==> config.mk <==
export PLATFORM = sky130hd
export DESIGN_NAME = sd_load_scheduler
export DESIGN_NICKNAME = d
export VERILOG_FILES = /design/src/rtl/sd_load_scheduler.sv
export SDC_FILE = /design/constraint.sdc
export NUM_CORES = 1
export LEC_CHECK = 0
export BUFFER_PORTS_ARGS = -buffer_cell sky130_fd_sc_hd__buf_2
export CAP_MARGIN = 20
export CORE_ASPECT_RATIO = 1.75
export CORE_MARGIN = 3
export CORE_UTILIZATION = 50
export CTS_CLUSTER_DIAMETER = 60
export DETAILED_ROUTE_END_ITERATION = 10
export HOLD_SLACK_MARGIN = 0.1
export PLACE_DENSITY = 0.7
export SETUP_SLACK_MARGIN = 0.02
export SKIP_LAST_GASP = 1
export SYNTH_ARGS = -nofsm -noshare
export SYNTH_HDL_FRONTEND = slang
export SYNTH_SLANG_ARGS = --single-unit
==> constraint.sdc <==
create_clock -name MasterCLK -period 10.45 [get_ports MasterCLK]
set_clock_uncertainty 0.05 [all_clocks]
set_input_delay 0 -clock MasterCLK [delete_from_list [all_inputs] [get_ports MasterCLK]]
set_output_delay 0 -clock MasterCLK [all_outputs]
set_load 0.05 [all_outputs]
==> src/rtl/sd_load_scheduler.sv <==
// Loads tile data from SD blocks into tile RAM, then streams audio blocks into a word FIFO drained by I2S.
// Tile writes and FIFO pushes appear one cycle after the accepted byte; SD_ByteReady drops only when a full FIFO meets a complete word.
module sd_load_scheduler #(
  parameter logic [23:0] TILE_BASE    = 24'h000014,
  parameter int          TILE_BYTES   = 1936,
  parameter logic [23:0] AUDIO_BASE   = 24'h000018,
  parameter int          AUDIO_BLOCKS = 232,
  parameter int          FIFO_DEPTH   = 8
) (
  input  logic        MasterCLK,
  input  logic        Reset,
  input  logic        Start,
  output logic        SD_ReqValid,
  input  logic        SD_ReqReady,
  output logic [23:0] SD_Address,
  input  logic        SD_ByteValid,
  input  logic [7:0]  SD_ByteData,
  output logic        SD_ByteReady,
  input  logic        SD_BlockDone,
  input  logic        SD_Error,
  output logic        TileWrEn,
  output logic [10:0] TileWrAddr,
  output logic [7:0]  TileWrData,
  input  logic        SampleReq,
  output logic [31:0] SampleData,
  output logic        Underrun,
  output logic        TilesLoaded,
  output logic [3:0]  FifoLevel
);
  localparam int          PW         = $clog2(FIFO_DEPTH);
  localparam logic [11:0] TILE_END   = 12'(TILE_BYTES);
  localparam logic [23:0] AUDIO_LAST = AUDIO_BASE + 24'(AUDIO_BLOCKS - 1);
  localparam logic [3:0]  FIFO_FULL  = 4'(FIFO_DEPTH);

  typedef enum logic [2:0] {IDLE, REQ_TILE, LOAD_TILE, REQ_AUDIO, STREAM_AUDIO} state_t;

  state_t        state, nextState;
  logic [11:0]   tileCount, tileBlockStart, nextTileCount;
  logic [1:0]    heldCount, nextHeldCount;
  logic [23:0]   heldBytes;
  logic [PW-1:0] wrPtr, rdPtr;
  logic [3:0]    nextLevel;
  logic [31:0]   fifoMem [FIFO_DEPTH];
  logic          byteTake, tileWrite, audioTake, push, pop;

  always_comb begin
    byteTake      = SD_ByteValid & SD_ByteReady & ~SD_Error;
    tileWrite     = byteTake & (state == LOAD_TILE) & (tileCount < TILE_END);
    audioTake     = byteTake & (state == STREAM_AUDIO);
    push          = audioTake & (heldCount == 2'd3);
    pop           = SampleReq & (FifoLevel != 4'd0);
    nextTileCount = tileCount + {11'd0, tileWrite};
    nextHeldCount = heldCount + {1'b0, audioTake};
    nextLevel     = FifoLevel + {3'd0, push} - {3'd0, pop};
    nextState     = state;
    case (state)
      IDLE:         if (Start) nextState = REQ_TILE;
      REQ_TILE:     if (SD_ReqValid & SD_ReqReady) nextState = LOAD_TILE;
      LOAD_TILE:
        if (SD_Error) nextState = REQ_TILE;
        else if (SD_BlockDone) nextState = (nextTileCount < TILE_END) ? REQ_TILE : REQ_AUDIO;
      REQ_AUDIO:    if (SD_ReqValid & SD_ReqReady) nextState = STREAM_AUDIO;
      STREAM_AUDIO: if (SD_Error | SD_BlockDone) nextState = REQ_AUDIO;
      default:      nextState = IDLE;
    endcase
    // A failed audio block is re-read from its start, so its partial word is worthless
    if ((state == STREAM_AUDIO) & SD_Error) nextHeldCount = 2'd0;
  end

  always_ff @(posedge MasterCLK or negedge Reset) begin
    if (!Reset) begin
      state          <= IDLE;
      SD_Address     <= TILE_BASE;
      SD_ReqValid    <= 1'b0;
      SD_ByteReady   <= 1'b0;
      TileWrEn       <= 1'b0;
      TileWrAddr     <= 11'd0;
      TileWrData     <= 8'd0;
      SampleData     <= 32'd0;
      Underrun       <= 1'b0;
      TilesLoaded    <= 1'b0;
      FifoLevel      <= 4'd0;
      tileCount      <= 12'd0;
      tileBlockStart <= 12'd0;
      heldCount      <= 2'd0;
      heldBytes      <= 24'd0;
      wrPtr          <= '0;
      rdPtr          <= '0;
    end else begin
      state        <= nextState;
      SD_ReqValid  <= (nextState == REQ_TILE) | (nextState == REQ_AUDIO);
      // Ready looks one cycle ahead: a fourth byte is refused only if its word would have nowhere to go
      SD_ByteReady <= (nextState == LOAD_TILE) |
                      ((nextState == STREAM_AUDIO) & ~((nextLevel == FIFO_FULL) & (nextHeldCount == 2'd3)));
      TileWrEn     <= tileWrite;
      if (tileWrite) begin
        TileWrAddr <= tileCount[10:0];
        TileWrData <= SD_ByteData;
      end
      tileCount <= nextTileCount;
      heldCount <= nextHeldCount;
      if (audioTake) begin
        case (heldCount)
          2'd0:    heldBytes[7:0]   <= SD_ByteData;
          2'd1:    heldBytes[15:8]  <= SD_ByteData;
          2'd2:    heldBytes[23:16] <= SD_ByteData;
          default: ;
        endcase
      end
      if (push) wrPtr <= wrPtr + PW'(1);
      if (pop)  rdPtr <= rdPtr + PW'(1);
      FifoLevel <= nextLevel;
      Underrun  <= SampleReq & (FifoLevel == 4'd0);
      if (SampleReq) SampleData <= pop ? fifoMem[rdPtr] : 32'd0;
      case (state)
        IDLE: if (Start) SD_Address <= TILE_BASE;
        LOAD_TILE:
          if (SD_Error) tileCount <= tileBlockStart;
          else if (SD_BlockDone) begin
            if (nextTileCount < TILE_END) begin
              SD_Address     <= SD_Address + 24'd1;
              tileBlockStart <= nextTileCount;
            end else begin
              TilesLoaded <= 1'b1;
              SD_Address  <= AUDIO_BASE;
            end
          end
        STREAM_AUDIO:
          if (!SD_Error && SD_BlockDone)
            SD_Address <= (SD_Address == AUDIO_LAST) ? AUDIO_BASE : SD_Address + 24'd1;
        default: ;
      endcase
    end
  end

  always_ff @(posedge MasterCLK) begin
    if (push) fifoMem[wrPtr] <= {SD_ByteData, heldBytes};
  end

endmodule

==> impl_metrics.tcl, run 1 <==
set metrics [dict create \
    outcome "finished clean" \
    start_util_pct 51.21 \
    cts_buffers 35 \
    worstSkewPairLatency_ns 0.52 \
    final_hold_viol_count 0 \
    portBuffers 99 \
    worst-path-buf-inv 2 \
    routedWlPerCell_um 22.33 \
    path_depth 13 \
    rows 85 \
    tns_ns 0 \
    fmax_mhz 233.8 \
    place_ws_ns 6.137 \
    ant_nets 0 \
    power.density_nw_per_um2 242.2 \
    ys_seq_area_share_pct 70.62 \
    startpoint_type "register" \
    drive_above_1_share_pct 28.13 \
    via_per_inst 5.770 \
    worstMarginPinSlew_ns 1.045 \
    cts_resized 0 \
    num_vias 8655 \
    grt_first_pass_wirelength_um 52560 \
    cts_max_path_buffers 3 \
    layout_common_cells "edfxtp_1, dfrtp_1, buf_2" \
    cap_violations 0 \
    first_pass_iters 4 \
    critPathTopFamily "simple AND/OR/NAND/NOR gates" \
    wl_um 33490 \
    reg2reg_depth 13 \
    relSlewSlack_pct 30.08 \
    dieArea_um2 34180 \
    fin_crit_ns 4.277 \
    peakVddDrop_uv 203.8 \
    dp_hpwl_um 20060 \
    rrSetupSlack_ns 6.17 \
    layout_commonest_cell "edfxtp_1" \
    required_ns 10.77 \
    fin_cells 1500 \
    drtIter0Drc 491 \
    critPathCaptureType "register" \
    antenna_found_initial 0 \
    holdCritPathClass "in2reg" \
    core_area_um2 31160 \
    crit_chain "inv_1 > or3_1 > nor3_1 > o21ai_2 > inv_1 > ha_1 > ha_1 > nand2_1 > nor4_1 > o32ai_2 > or3b_4 > nand2_1 > o311ai_0" \
    synth_area_leaders "edfxtp_1, dfrtp_1, mux4_2, mux2_2, mux2i_1" \
    min_path_cells 3 \
    cts_setup_buffers 0 \
    die_y_um 242.3 \
    nNetsFinal 1111 \
    worst_slack_ns 6.173 \
    synth_cells 956 \
    grt_pass1_vias 9103 \
    remaining_drc_errors 0 \
    slowest_delay_ns 0.49 \
    setup_viol 0 \
    crit_fanout 19 \
    synth_edf_count 256 \
    cp.arrival_ns 4.60 \
    synthFlopType "edfxtp_1" \
    grt_max_degree 67 \
    avgSynthCellArea_um2 16.69 \
    grt_use_total_pct 19.96 \
    io-pin-count 100 \
    min_period_over_period_pct 40.93 \
    maxSlewViolCount 0 \
    cts_hold_buf 18 \
    yosysTopAreaCell "edfxtp_1" \
    antenna_cells 0 \
    worst-setup-path-type "reg2reg" \
    rsz0062_at_grt "no" \
    cts_tree "built" \
    leakagePower_nw 7.164 \
    grt-ovfl-total 0 \
    finalWeightedCongestion 0.8633 \
    async_flop_share_pct 35.84 \
    die_w_um 141.0 \
    syn2layout_area_growth_pct 14.64 \
    netlist.area_leader.share_pct 48.18 \
    syn-num-nets 984 \
    ys_types 64 \
    slowest_stage "or3b_4" \
    clkSinkCount 399 \
    dp_cells 1419 \
    nFillCells 2355 \
    ys_seq_elements 399 \
    clk_pin_slew_ns 0.07 \
    htree_levels 2 \
    yosys_warnings 0 \
    root_buffer "clkbuf_16" \
    syn_area_um2 15960 \
]
-- worst register-to-register path, cell delays in order (launching register included) --
cell and delay, ns:
dfrtp_1 0.48, inv_1 0.14, or3_1 0.37, nor3_1 0.32
o21ai_2 0.36, inv_1 0.21, ha_1 0.25, ha_1 0.28
nand2_1 0.14, nor4_1 0.41, o32ai_2 0.19, or3b_4 0.49
nand2_1 0.26, o311ai_0 0.17
-- synth_stat cells (4+ instances only) --
library cell / n
edfxtp_1: 256
dfrtp_1: 141
mux4_2: 64
inv_1: 48
mux2_2: 48
nor2_1: 45
nand2_1: 35
o22ai_1: 33
mux2i_1: 32
clkbuf_1: 30
a21oi_1: 28
xnor2_1: 21
o21ai_0: 16
nand3_1: 13
nor3_1: 13
ha_1: 11
buf_2: 10
nand4_1: 10
nor4_1: 8
nand2b_1: 7
a31oi_1: 6
and3_1: 6
a22o_1: 5
xor2_1: 5
a31o_1: 4
or2_2: 4
-- flip-flops by register name (all words and copies together) (netlist names) --
name,count
TileWrAddr,11
fifoMem,256
SD_ReqValid,1
SD_Address,24
tileCount,12
FifoLevel,4
TilesLoaded,1
rdPtr,3
TileWrData,8
SampleData,32
Underrun,1
heldBytes,24
heldCount,2
TileWrEn,1
wrPtr,3
state,3
tileBlockStart,12
SD_ByteReady,1
-- report_power, final --
| part | internal, mW | switching [mW] |
|---|---|---|
| Sequential | 1.82 | 0.188 |
| Clock | 0.728 | 0.558 |
| Combinational | 0.418 | 0.724 |
-- path summary, 6_finish.rpt --
| check | startpoint | to |
|---|---|---|
| max | state[1] | SD_Address[14] |
| min | SD_Error | heldCount[1] |
| max reg2reg | state[1] | SD_Address[14] |
| min reg2reg | tileBlockStart[2] | tileBlockStart[2] |
| max in group asynchronous | Reset | heldBytes[10] |
| min in group asynchronous | Reset | tileCount[11] |
-- cell type report --
cell class / count / area, um2 / share of cell area [%]
clock buffers: 46 / 999.7 / 5.465
well taps: 391 / 489.2 / 2.674
repair buffers: 134 / 819.5 / 4.480
clock inverters: 17 / 147.6 / 0.8071
inverters: 48 / 180.2 / 0.9850
multi-input cells: 465 / 4382 / 23.95
flip-flops and latches: 399 / 11270 / 61.64
-- logic make-up after synthesis --
logic type	share of synthesized area [%]
AOI/OAI and AO/OA	4.948
xor gates and xnor gates	1.427
adders and majority gates	0.9880
buffers and inverters	2.290
DFF	70.62
muxes	14.43
and+or+nand+nor	5.301
-- layer usage --
layer / vias to the layer above / wire, um / GRT usage [%]
met5: - / 0 / 0
met4: 0 / 828 / 6.161
met3: 51 / 1501 / 3.121
met2: 219 / 18010 / 36.05
met1: 4445 / 13150 / 24.57
li1: 3940 / - / -
-- metrics by stage --
step           hold slack, ns  cell area, um2  total power [mW]  util (%)
6_report               0.2521           18290             4.430     58.70
3_5_place_dp          0.07728           16960             3.190     54.41
2_1_floorplan         -0.3456           15960             2.884         -
4_1_cts                0.2074           18290             4.488     58.70
3_3_place_gp          0.05915           16960             3.170     54.41
5_1_grt                0.2650           18290             4.638     58.70
No activity file was read; power rests on OpenSTA's default activity.
==> run 2: changes to the inputs <==
Settings changed: PLACE_DENSITY 0.7 to 0.72.
Clock period 10.45 ns to 3.5 ns, I/O delays scaled along.
==> impl_metrics.tcl, run 2 (synthesis results as in run 1) <==
set metrics [dict create \
    grt_first_pass_wirelength_um 52410 \
    ant_nets 0 \
    cts_tree "built" \
    swShare_pct 33.18 \
    cp.arrival_ns 3.74 \
    peakVddDrop_uv 551.4 \
    seqPwrFrac_pct 44.9 \
    p_int_mw 8.899 \
    portBuffers 99 \
    slowest_delay_ns 0.48 \
    cts_buffers 36 \
    setup_viol 0 \
    syn2layout_area_growth_pct 16.00 \
    startpoint_type "register" \
    r2r_end "SD_Address[11]" \
    grt_pass1_vias 9122 \
    rsz0062_at_grt "yes" \
    relSlewSlack_pct 44.18 \
    grt_use_total_pct 19.95 \
    routedWlPerCell_um 22.15 \
    outcome "finished clean" \
    leakagePower_nw 7.253 \
    dp_hpwl_um 20510 \
    dieArea_um2 34180 \
    via_per_inst 5.797 \
    grt-ovfl-total 0 \
    first_pass_iters 5 \
    top_register "fifoMem" \
    fin_crit_ns 3.379 \
    nNetsFinal 1130 \
    layout_common_cells "edfxtp_1, dfrtp_1, buf_2" \
    min_period_over_period_pct 96.56 \
    final_hold_viol_count 0 \
    largestRegisters "fifoMem (256), SampleData (32)" \
    largest_reg_flops 256 \
    drive_above_1_share_pct 29.34 \
    slowest_stage "or3b_4" \
    die_w_um 141.0 \
    crit_chain "or3_4 > nor3_4 > o21ai_4 > inv_1 > ha_2 > ha_4 > nand2_1 > nor4_4 > o32ai_4 > or3b_4 > a31o_1 > a22o_1" \
    critPathCaptureType "register" \
    finalPower_mw 13.32 \
    worst-setup-path-type "reg2reg" \
    finalWeightedCongestion 0.8090 \
    reg2reg_depth 12 \
    rrSetupSlack_ns 0.12 \
    p_clk_share_pct 28.3 \
    drtIter0Drc 475 \
    grt_max_degree 84 \
    nFillCells 2325 \
    num_vias 8805 \
    holdCritPathClass "in2async" \
    io-pin-count 100 \
    core_area_um2 31160 \
    place_ws_ns 0.1515 \
    combPwrFrac_pct 26.8 \
    antenna_found_initial 0 \
    worstMarginPinSlew_ns 0.8373 \
    fmax_mhz 295.9 \
    worst_slack_ns 0.1205 \
    remaining_drc_errors 0 \
    antenna_cells 0 \
    power.density_nw_per_um2 719.5 \
    cap_violations 0 \
    cts_max_path_buffers 3 \
    root_buffer "clkbuf_16" \
    r2r-start "state[2]" \
    rows 85 \
    wl_um 33640 \
    start_util_pct 51.21 \
    clkSinkCount 399 \
    clk_pin_slew_ns 0.07 \
    maxSlewViolCount 0 \
    crit_fanout 11 \
    worstSkewPairLatency_ns 0.52 \
    fin_cells 1519 \
    die_y_um 242.3 \
    switching_power_mw 4.418 \
    layout_commonest_cell "edfxtp_1" \
    required_ns 3.86 \
    htree_levels 2 \
    dp_cells 1437 \
    holdWs_ns 0.06020 \
]
==> run 2: cell types whose count changed in the layout (fill, tap and decap cells not counted), sizes merged <==
cell         before  now
clkinvlp          4    1
dlygate4sd3      17   16
clkbuf           46   52
clkinv           11    8
buf             117  136
inv              48   49
==> run 2: repair_timing <==
item | CTS | global route
hold buffers | 16 | 0
hold endpoints to repair | 220 | 0
endpoints found under the setup margin | 0 | 2
gates resized for setup | 0 | 4
setup buffers | 0 | 2
==> run 2: critical path, delay by kind of cell (launching register included) <==
kind | cells | cell delay [ns]
buffers and inverters | 1 | 0.10
DFF | 1 | 0.38
AOI/OAI and AO/OA | 4 | 0.68
adders and majority gates | 2 | 0.41
and+or+nand+nor | 5 | 1.64
==> run 2: power groups by stage <==
stage               logic (mW)  clock network (mW)  registers [mW]
floorplan                 1.95                   0            6.68
detailed placement        3.57                   0            6.08
finish                    3.57                3.77            5.97
global route              3.83                4.05            6.05
global placement          3.53                   0            6.07
CTS                       3.60                3.88            5.98
==> run 2: worst max-delay path by stage <==
stage | start | to | slack, ns | cells past startpoint
floorplan | SD_ByteReady | fifoMem[1][0] | -0.03 | 5
global placement | state[2] | SD_Address[5] | 0.24 | 12
detailed placement | state[2] | SD_Address[5] | 0.15 | 12
CTS | state[2] | SD_Address[5] | 0.14 | 12
global route | state[0] | SD_Address[12] | -0.04 | 12
finish | state[2] | SD_Address[11] | 0.12 | 12
==> run 2: area by class of cell <==
type | instances | area, um2 | share of cell area [%]
flip-flops and latches | 399 | 11270 | 60.91
multi-input cells | 465 | 4482 | 24.21
clock buffers | 52 | 992.2 | 5.361
repair buffers | 152 | 977.2 | 5.280
well taps | 391 | 489.2 | 2.643
inverters | 48 | 180.2 | 0.9734
clock inverters | 12 | 113.9 | 0.6152
==> run 2: through the flow <==
stage	util [%]	area (um2)	setup TNS, ns
2_1_floorplan	-	16030	-2.600
3_3_place_gp	55.17	17190	0
3_5_place_dp	55.17	17190	0
4_1_cts	59.23	18460	0
5_1_grt	59.40	18510	-0.1701
6_report	59.40	18510	0
==> run 2: per-layer routing <==
metal	up-vias	routed length, um	part of all wire, %	track usage, %
met1	4549	12790	38	24.65
met4	0	791	2.4	5.619
met2	242	18560	55	36.44
met5	-	0	0	0
met3	51	1503	4.5	2.785
li1	3963	-	-	-
